[src/rtl/ex_mem_if.sv]
// EX -> EX/MEM boundary bundle: decoded EX slot plus ALU_Top results.
interface ex_mem_if #(
    parameter int XLEN = 64
);
    logic            ex_valid;
    logic [XLEN-1:0] ex_pc;
    logic [6:0]      ex_opcode;
    logic [2:0]      ex_funct3;
    logic [4:0]      ex_rd;
    logic [XLEN-1:0] ex_imm;
    logic [XLEN-1:0] ex_rs2_val;
    logic [XLEN-1:0] alu_result;
    logic            zero_flag;
    logic            overflow_alu;

    modport master (
        output ex_valid, ex_pc, ex_opcode, ex_funct3, ex_rd,
        output ex_imm, ex_rs2_val, alu_result, zero_flag, overflow_alu
    );

    modport slave (
        input ex_valid, ex_pc, ex_opcode, ex_funct3, ex_rd,
        input ex_imm, ex_rs2_val, alu_result, zero_flag, overflow_alu
    );
endinterface

[src/rtl/ex_mem_stage.sv]
// EX/MEM pipeline register with BEQ/BNE/JAL resolution, one-cycle
// redirect pulse and a squash FSM that bubbles wrong-path EX slots.
module ex_mem_stage #(
    parameter int XLEN          = 64,
    parameter int SQUASH_CYCLES = 2
) (
    input  logic            clk,
    input  logic            reset,
    input  logic            stall,
    ex_mem_if.slave         ex,
    output logic            mem_valid,
    output logic [XLEN-1:0] mem_pc,
    output logic [XLEN-1:0] mem_result,
    output logic [XLEN-1:0] mem_store_data,
    output logic [4:0]      mem_rd,
    output logic [2:0]      mem_funct3,
    output logic            mem_read,
    output logic            mem_write,
    output logic            mem_reg_write,
    output logic            mem_overflow,
    output logic            redirect_valid,
    output logic [XLEN-1:0] redirect_pc,
    output logic            squash_active
);
    localparam logic [6:0] OP_LOAD  = 7'b0000011;
    localparam logic [6:0] OP_STORE = 7'b0100011;
    localparam logic [6:0] OP_BR    = 7'b1100011;
    localparam logic [6:0] OP_JAL   = 7'b1101111;
    localparam logic [6:0] OP_REG   = 7'b0110011;
    localparam logic [6:0] OP_IMM   = 7'b0010011;
    localparam logic [6:0] OP_LUI   = 7'b0110111;
    localparam logic [6:0] OP_AUIPC = 7'b0010111;

    typedef enum logic {IDLE, SQUASH} state_t;

    state_t     state, state_nxt;
    logic [1:0] cnt, cnt_nxt;
    logic       load, take;
    logic       is_ld, is_st, is_jal, is_br;
    logic       writes_rd, taken;

    assign is_ld  = ex.ex_opcode == OP_LOAD;
    assign is_st  = ex.ex_opcode == OP_STORE;
    assign is_jal = ex.ex_opcode == OP_JAL;
    assign is_br  = ex.ex_opcode == OP_BR;

    assign writes_rd = (ex.ex_rd != 5'd0) &&
        (ex.ex_opcode inside {OP_REG, OP_IMM, OP_LOAD,
                              OP_JAL, OP_LUI, OP_AUIPC});

    // Only BEQ (000) and BNE (001) resolve here; other funct3 fall through.
    assign taken = is_jal ||
        (is_br && ex.ex_funct3 == 3'b000 && ex.zero_flag) ||
        (is_br && ex.ex_funct3 == 3'b001 && !ex.zero_flag);

    always_ff @(posedge clk or posedge reset) begin
        if (reset) begin
            state <= IDLE;
            cnt   <= 2'd0;
        end else begin
            state <= state_nxt;
            cnt   <= cnt_nxt;
        end
    end

    always_comb begin
        state_nxt = state;
        cnt_nxt   = cnt;
        load      = 1'b0;
        take      = 1'b0;
        if (!stall) begin
            unique case (state)
                IDLE: begin
                    load = ex.ex_valid;
                    if (ex.ex_valid && taken) begin
                        take      = 1'b1;
                        state_nxt = SQUASH;
                        cnt_nxt   = 2'(SQUASH_CYCLES);
                    end
                end
                SQUASH: begin
                    cnt_nxt = cnt - 2'd1;
                    if (cnt == 2'd1) state_nxt = IDLE;
                end
                default: state_nxt = IDLE;
            endcase
        end
    end

    assign squash_active = (state == SQUASH);

    always_ff @(posedge clk or posedge reset) begin
        if (reset) begin
            mem_valid      <= 1'b0;
            mem_pc         <= '0;
            mem_result     <= '0;
            mem_store_data <= '0;
            mem_rd         <= 5'd0;
            mem_funct3     <= 3'd0;
            mem_read       <= 1'b0;
            mem_write      <= 1'b0;
            mem_reg_write  <= 1'b0;
            mem_overflow   <= 1'b0;
            redirect_valid <= 1'b0;
            redirect_pc    <= '0;
        end else if (stall) begin
            redirect_valid <= 1'b0;
        end else begin
            redirect_valid <= take;
            if (take) redirect_pc <= ex.ex_pc + ex.ex_imm;
            mem_valid     <= load;
            mem_read      <= load & is_ld;
            mem_write     <= load & is_st;
            mem_reg_write <= load & writes_rd;
            if (load) begin
                mem_pc         <= ex.ex_pc;
                mem_result     <= is_jal ? ex.ex_pc + XLEN'(4)
                                         : ex.alu_result;
                mem_store_data <= ex.ex_rs2_val;
                mem_rd         <= ex.ex_rd;
                mem_funct3     <= ex.ex_funct3;
                mem_overflow   <= ex.overflow_alu;
            end
        end
    end
endmodule

[src/flat_wrapper.sv]
// flat-port wrapper written by rule: the top's interface ports become plain ports
module ex_mem_stage_flat 
#(
    parameter int XLEN          = 64,
    parameter int SQUASH_CYCLES = 2
)
  (clk, reset, stall, mem_valid, mem_pc, mem_result, mem_store_data, mem_rd, mem_funct3, mem_read, mem_write, mem_reg_write, mem_overflow, redirect_valid, redirect_pc, squash_active, ex_ex_valid, ex_ex_pc, ex_ex_opcode, ex_ex_funct3, ex_ex_rd, ex_ex_imm, ex_ex_rs2_val, ex_alu_result, ex_zero_flag, ex_overflow_alu);
  ex_mem_if #(.XLEN(XLEN)) ex_i ();
  input  logic clk;
  input  logic reset;
  input  logic stall;
  output logic mem_valid;
  output logic [XLEN-1:0] mem_pc;
  output logic [XLEN-1:0] mem_result;
  output logic [XLEN-1:0] mem_store_data;
  output logic [4:0] mem_rd;
  output logic [2:0] mem_funct3;
  output logic mem_read;
  output logic mem_write;
  output logic mem_reg_write;
  output logic mem_overflow;
  output logic redirect_valid;
  output logic [XLEN-1:0] redirect_pc;
  output logic squash_active;
  input wire logic [$bits(ex_i.ex_valid)-1:0] ex_ex_valid;
  input wire logic [$bits(ex_i.ex_pc)-1:0] ex_ex_pc;
  input wire logic [$bits(ex_i.ex_opcode)-1:0] ex_ex_opcode;
  input wire logic [$bits(ex_i.ex_funct3)-1:0] ex_ex_funct3;
  input wire logic [$bits(ex_i.ex_rd)-1:0] ex_ex_rd;
  input wire logic [$bits(ex_i.ex_imm)-1:0] ex_ex_imm;
  input wire logic [$bits(ex_i.ex_rs2_val)-1:0] ex_ex_rs2_val;
  input wire logic [$bits(ex_i.alu_result)-1:0] ex_alu_result;
  input wire logic [$bits(ex_i.zero_flag)-1:0] ex_zero_flag;
  input wire logic [$bits(ex_i.overflow_alu)-1:0] ex_overflow_alu;
  assign ex_i.ex_valid = ex_ex_valid;
  assign ex_i.ex_pc = ex_ex_pc;
  assign ex_i.ex_opcode = ex_ex_opcode;
  assign ex_i.ex_funct3 = ex_ex_funct3;
  assign ex_i.ex_rd = ex_ex_rd;
  assign ex_i.ex_imm = ex_ex_imm;
  assign ex_i.ex_rs2_val = ex_ex_rs2_val;
  assign ex_i.alu_result = ex_alu_result;
  assign ex_i.zero_flag = ex_zero_flag;
  assign ex_i.overflow_alu = ex_overflow_alu;
  ex_mem_stage #(.XLEN(XLEN), .SQUASH_CYCLES(SQUASH_CYCLES)) u_core (.clk(clk), .reset(reset), .stall(stall), .ex(ex_i), .mem_valid(mem_valid), .mem_pc(mem_pc), .mem_result(mem_result), .mem_store_data(mem_store_data), .mem_rd(mem_rd), .mem_funct3(mem_funct3), .mem_read(mem_read), .mem_write(mem_write), .mem_reg_write(mem_reg_write), .mem_overflow(mem_overflow), .redirect_valid(redirect_valid), .redirect_pc(redirect_pc), .squash_active(squash_active));
endmodule
[config.mk]
export PLATFORM = sky130hd
export DESIGN_NAME = ex_mem_stage_flat
export DESIGN_NICKNAME = d
export VERILOG_FILES = /design/src/rtl/ex_mem_if.sv /design/src/rtl/ex_mem_stage.sv /design/src/flat_wrapper.sv
export SDC_FILE = /design/constraint.sdc
export NUM_CORES = 1
export LEC_CHECK = 0
export ABC_CLOCK_PERIOD_IN_PS = 12300
export CORE_AREA = 2 2 212 214
export CTS_CLUSTER_DIAMETER = 50
export CTS_CLUSTER_SIZE = 40
export DETAILED_ROUTE_END_ITERATION = 8
export DIE_AREA = 0 0 214 216
export PLACE_DENSITY_LB_ADDON = 0.05
export SLEW_MARGIN = 10
export SYNTH_ARGS = -nofsm -noshare
export SYNTH_HDL_FRONTEND = slang
export SYNTH_SLANG_ARGS = --single-unit
[constraint.sdc]
create_clock -name clk -period 12.3 [get_ports clk]
set_clock_uncertainty 0.15 [all_clocks]
set_input_delay 3.69 -clock clk [delete_from_list [all_inputs] [get_ports clk]]
set_output_delay 3.69 -clock clk [all_outputs]
set_load 0.02 [all_outputs]
# Word level (Yosys, flattened, before mapping)
# Index checks and enable logic that the tools add are counted.
# classes
add_sub_neg	3
multipliers	0
div	0
magnitude_cmp	0
n_eq_ne	11
shifts	0
muxes	11
bitwise	5
n_reduce_logical	15
# op_table
op	n
adder 64 x 3 -> 64 bit (second input constant)	1
adder 64 bit	1
two-way mux 64 bit	1
== test 7 x 6 -> 1 bit (second input constant)	3
== test 7 x 5 -> 1 bit (second input constant)	2
== test 7 bit (second input constant)	2
== test 7 x 2 -> 1 bit (second input constant)	1
two-way mux 1 bit	7
logical AND 1 bit	6
AND reduction 2 bit	3
nonzero test 6 bit	1
nonzero test 5 bit	1
one-hot mux 2 bit (2 select lines)	1
AND 1 bit	3
== test 3 x 1 -> 1 bit (second input constant)	1
zero test 3 bit	1
== test 2 x 1 -> 1 bit (second input constant)	1
logical OR 1 bit	2
two-way mux 2 bit	1
!= test 2 x 1 -> 1 bit (second input constant)	1
inverter 1 bit	2
one-hot mux 1 bit (2 select lines)	1
subtractor 2 x 1 -> 2 bit (second input constant)	1
zero test 1 bit	1
# word_totals
ff_bits	273
latch_bits	0
ramBits	0
mem_bits_ro	0
inputBits	277
out_inout_bits	271
elab_cells	59
mem_count	0

# Depth between registers and ports, before layout
# logic_depth
ltp_word	10
depth_mapped	12
ltp_nobuf	11

# Least setup slack after synthesis
# OpenSTA, ideal clock, no wires.
# synth_path
path_kind	input to register
startpoint	input ex_ex_imm[0]
endpoint	register u_core.redirect_pc[58]
arrival_ns	6.097
required_time_ns	12.019
setup_slack_ns	5.921
cell_stages	11
n_path_buf	0
cell_sequence	ha_1 fa_1 a21o_1 a221oi_2 o22ai_2 a41o_1 o31ai_1 nand3b_1 a41oi_2 o211a_1 o21ai_0
# synth_between
elab_chain_cells	1
# synth_lines
item	line	rtl
start, declared	flat_wrapper.sv:30	input wire logic [$bits(ex_i.ex_imm)-1:0] ex_ex_imm;
adder 64 bit	ex_mem_stage.sv:110	if (take) redirect_pc <= ex.ex_pc + ex.ex_imm;
end signal, assigned	ex_mem_stage.sv:110	
end, declared	ex_mem_stage.sv:22	output logic [XLEN-1:0] redirect_pc,
# Every way passes these cells.
# A chain may end at the register's enable or synchronous reset.

# Worst setup path after layout
# layout_path
startpoint	input ex_ex_imm[0]
endpoint	register u_core.redirect_pc[54]
# Same word-level chain as after synthesis.

==> impl_metrics.yaml <==
status:
  outcome: "completed"
setup_path:
  crit_family: "compound AO/OA/AOI/OAI gates"
  crit_path_start_kind: "input port"
  crit_chain: "clkdlybuf4s50_1 > ha_1 > fa_1 > a21o_1 > a221oi_2 > o22ai_2 > a41o_1 > o31ai_1 > nand3b_1 > a41oi_2 > xor2_1 > o21ai_1"
  cpPeakStageDelay_ps: 520
  path_buf_inv: 1
  critPathCaptureType: "flop"
  path_class: "in2reg"
  cp.arrival_ps: 7400
  cp.required_ps: 12540
  cp_slowest_cell: "o31ai_1"
  crit_path_max_fanout: 5
route:
  first_pass_iters: 5
  drt_iter0_drc: 1179
  vias: 15922
  routed_wl_um: 66100
  route.detailed.drc: 0
  wl_per_cell_um: 21.5
  via_per_inst: 5.18
  drtAntennaViolNets: 0
synthesis:
  yosysWarnings: 0
  ys_ff_latch: 273
  synth_cell_type_count: 82
  yosysSeqAreaShare_pct: 43.3
  synth_area_um2: 15800
  syn_area_per_cell_um2: 8.10
  ys.flop_type: "dfrtp_1"
  synth_edf_count: 0
  postSynth.asyncResetShare_pct: 100
  synth_fp_nets: 2293
  synth_cells: 1950
clock_network:
  cts-resized-gates: 0
  cts_tree: "done"
  cts_root_buffer: "clkbuf_16"
  cts.clk_slew.worst_paths_ps: 60
  cts.htree.levels: 2
  clock_sinks: 273
  post_cts_buffers: 0
  cts_buffer_depth: 3
  cts_buffers: 40
  hold_buffers: 0
  clock_latency_ps: 540
sta:
  fin_hold_ws_ps: 320
  hold_violations: 0
  fin_crit_sh_pct: 58.2
  final.setup.tns_ps: 0
  period_minus_slack_ps: 7160
  tightest_slew_ps: 1210
  grt_setup_unrepaired: "no"
  setup_viol: 0
  max_clock_freq_ghz: 0.140
  slew_headroom_pct: 19.2
  final_max_slew_viol_count: 0
finish:
  layout-drive-gt1-share_pct: 4.25
  nNetsFinal: 2785
  most-common-layout-cells: "611 x nand2_1, 547 x clkdlybuf4s50_1, 273 x dfrtp_1"
  area_delta_synth_final_pct: 46.1
  fillers: 4259
  mostFrequentLayoutCell: "nand2_1"
grt:
  antenna_found_initial: 16
  overflow: 0
  track_usage_pct: 28.0
  grt_first_pass_wirelength_um: 98400
  first_global_vias: 15573
  grt_max_degree: 158
pwr:
  irDropWorstVdd_mv: 0.100
  intPower_mw: 2.24
  seqPwrFrac_pct: 33.1
  power.leakage_nw: 10.1
  comb_power_share_pct: 31.9
  clkPwrFrac_pct: 35.0
  power.density_nw_per_um2: 147
  swShare_pct: 33.9
  switchingPower_mw: 1.15
floorplan:
  fp.dieH_um: 216
  core_um2: 43800
  num_rows: 77
  top_level_ports: 548
  die_area_um2: 46200
  initial_core_util_pct: 36.0
  fp.dieW_um: 214
placed_design:
  port_buffers: 547
  routabilityCongestion: 0.900
  hpwl_um: 51100
hold_path:
  hold_path_class: "reg2reg"
run:
  drv_cap: 0
[power by group through the flow]
stage | Clock, mW | Combinational, mW | Sequential, mW
after detailed placement | 0 | 1.08 | 1.14
after CTS | 1.21 | 1.09 | 1.12
after floorplan | 0 | 0.342 | 1.31
final | 1.19 | 1.08 | 1.12
after global placement | 0 | 1.08 | 1.14
after global routing | 1.25 | 1.16 | 1.14
[path summary, 6_finish.rpt]
check,from,to,slack [ps],cells after the start
min in group asynchronous,reset,u_core.mem_result[9],3520,2
hold / removal,u_core.mem_store_data[5],u_core.mem_store_data[5],320,2
max in group asynchronous,reset,u_core.squash_active,6870,3
setup reg to reg,u_core.squash_active,u_core.mem_result[53],9470,4
hold reg to reg,u_core.mem_store_data[5],u_core.mem_store_data[5],320,2
setup / recovery,ex_ex_imm[0],u_core.redirect_pc[54],5140,12
[sequential cells by signal, indices dropped and copies added (netlist names), 2 cells and up]
signal	count
u_core.redirect_pc	64
u_core.mem_pc	64
u_core.mem_funct3	3
u_core.mem_store_data	64
u_core.cnt	2
u_core.mem_rd	5
u_core.mem_result	64
[worst register-to-register path: cells and delay by family, from the launching register on]
kind | cells | cell delay [ps]
simple gates | 1 | 930
buf+inv | 1 | 890
flops | 1 | 470
compound gates | 2 | 300
[through the flow]
stage / total power, mW / cells / setup WS [ps] / instance area [µm²] / utilization, %
2_1_floorplan: 1.66 / 1950 / 936 / 15800 / -
3_3_place_gp: 2.21 / 2992 / 4660 / 21700 / 49.5
3_5_place_dp: 2.22 / 2992 / 4680 / 21700 / 49.5
4_1_cts: 3.42 / 3063 / 5280 / 23100 / 52.6
5_1_grt: 3.55 / 3073 / 5020 / 23100 / 52.6
6_report: 3.39 / 3075 / 5140 / 23100 / 52.7
[synth_stat cells (13+ instances only)]
cell / n / area share (%)
o21a_1: 13 / 0.62
a21oi_1: 141 / 4.5
dfrtp_1: 273 / 43
xor2_1: 51 / 2.8
nor3_1: 19 / 0.60
xnor2_1: 61 / 3.4
clkbuf_1: 86 / 2.0
nand3_1: 37 / 1.2
nand2_1: 611 / 15
o21ai_0: 169 / 5.4
ha_1: 65 / 5.1
o21bai_1: 23 / 1.1
buf_2: 13 / 0.41
inv_1: 43 / 1.0
nor2_1: 114 / 2.7
nand4_1: 34 / 1.3
a21o_1: 14 / 0.67
and3_1: 26 / 1.0
[cell families (layout without fill, tap and decap cells)]
logic type / after synthesis / count (layout) / share of synthesized area [%]
DFF: 273 / 273 / 43.3
and+or+nand+nor: 903 / 903 / 24.7
xor gates and xnor gates: 112 / 112 / 6.21
other: 0 / 12 / 0
buffers and inverters: 148 / 669 / 3.67
adders and majority gates: 66 / 66 / 5.28
muxes: 6 / 6 / 0.388
AOI/OAI and AO/OA: 442 / 442 / 16.5
[cell type report]
cell class	instances	area [µm²]	share of cell area, %
antenna	12	30.0	0.130
clock buffer	48	1090	4.73
clock inverter	23	274	1.19
inverter	43	169	0.732
multi-input combinational	1529	8400	36.4
sequential	273	6830	29.6
tap	592	741	3.21
timing repair buffer	555	5550	24.0
[routing by layer]
| metal | up-vias | wire, µm | global-route usage [%] |
|---|---|---|---|
| met1 | 7550 | 27900 | 35.2 |
| met3 | 136 | 4910 | 8.19 |
| li1 | 7630 | - | - |
| met2 | 596 | 30500 | 44.7 |
| met4 | 10 | 2810 | 12.3 |
| met5 | - | 63 | 0 |
Note: power is estimated with default switching activity, not from simulation.
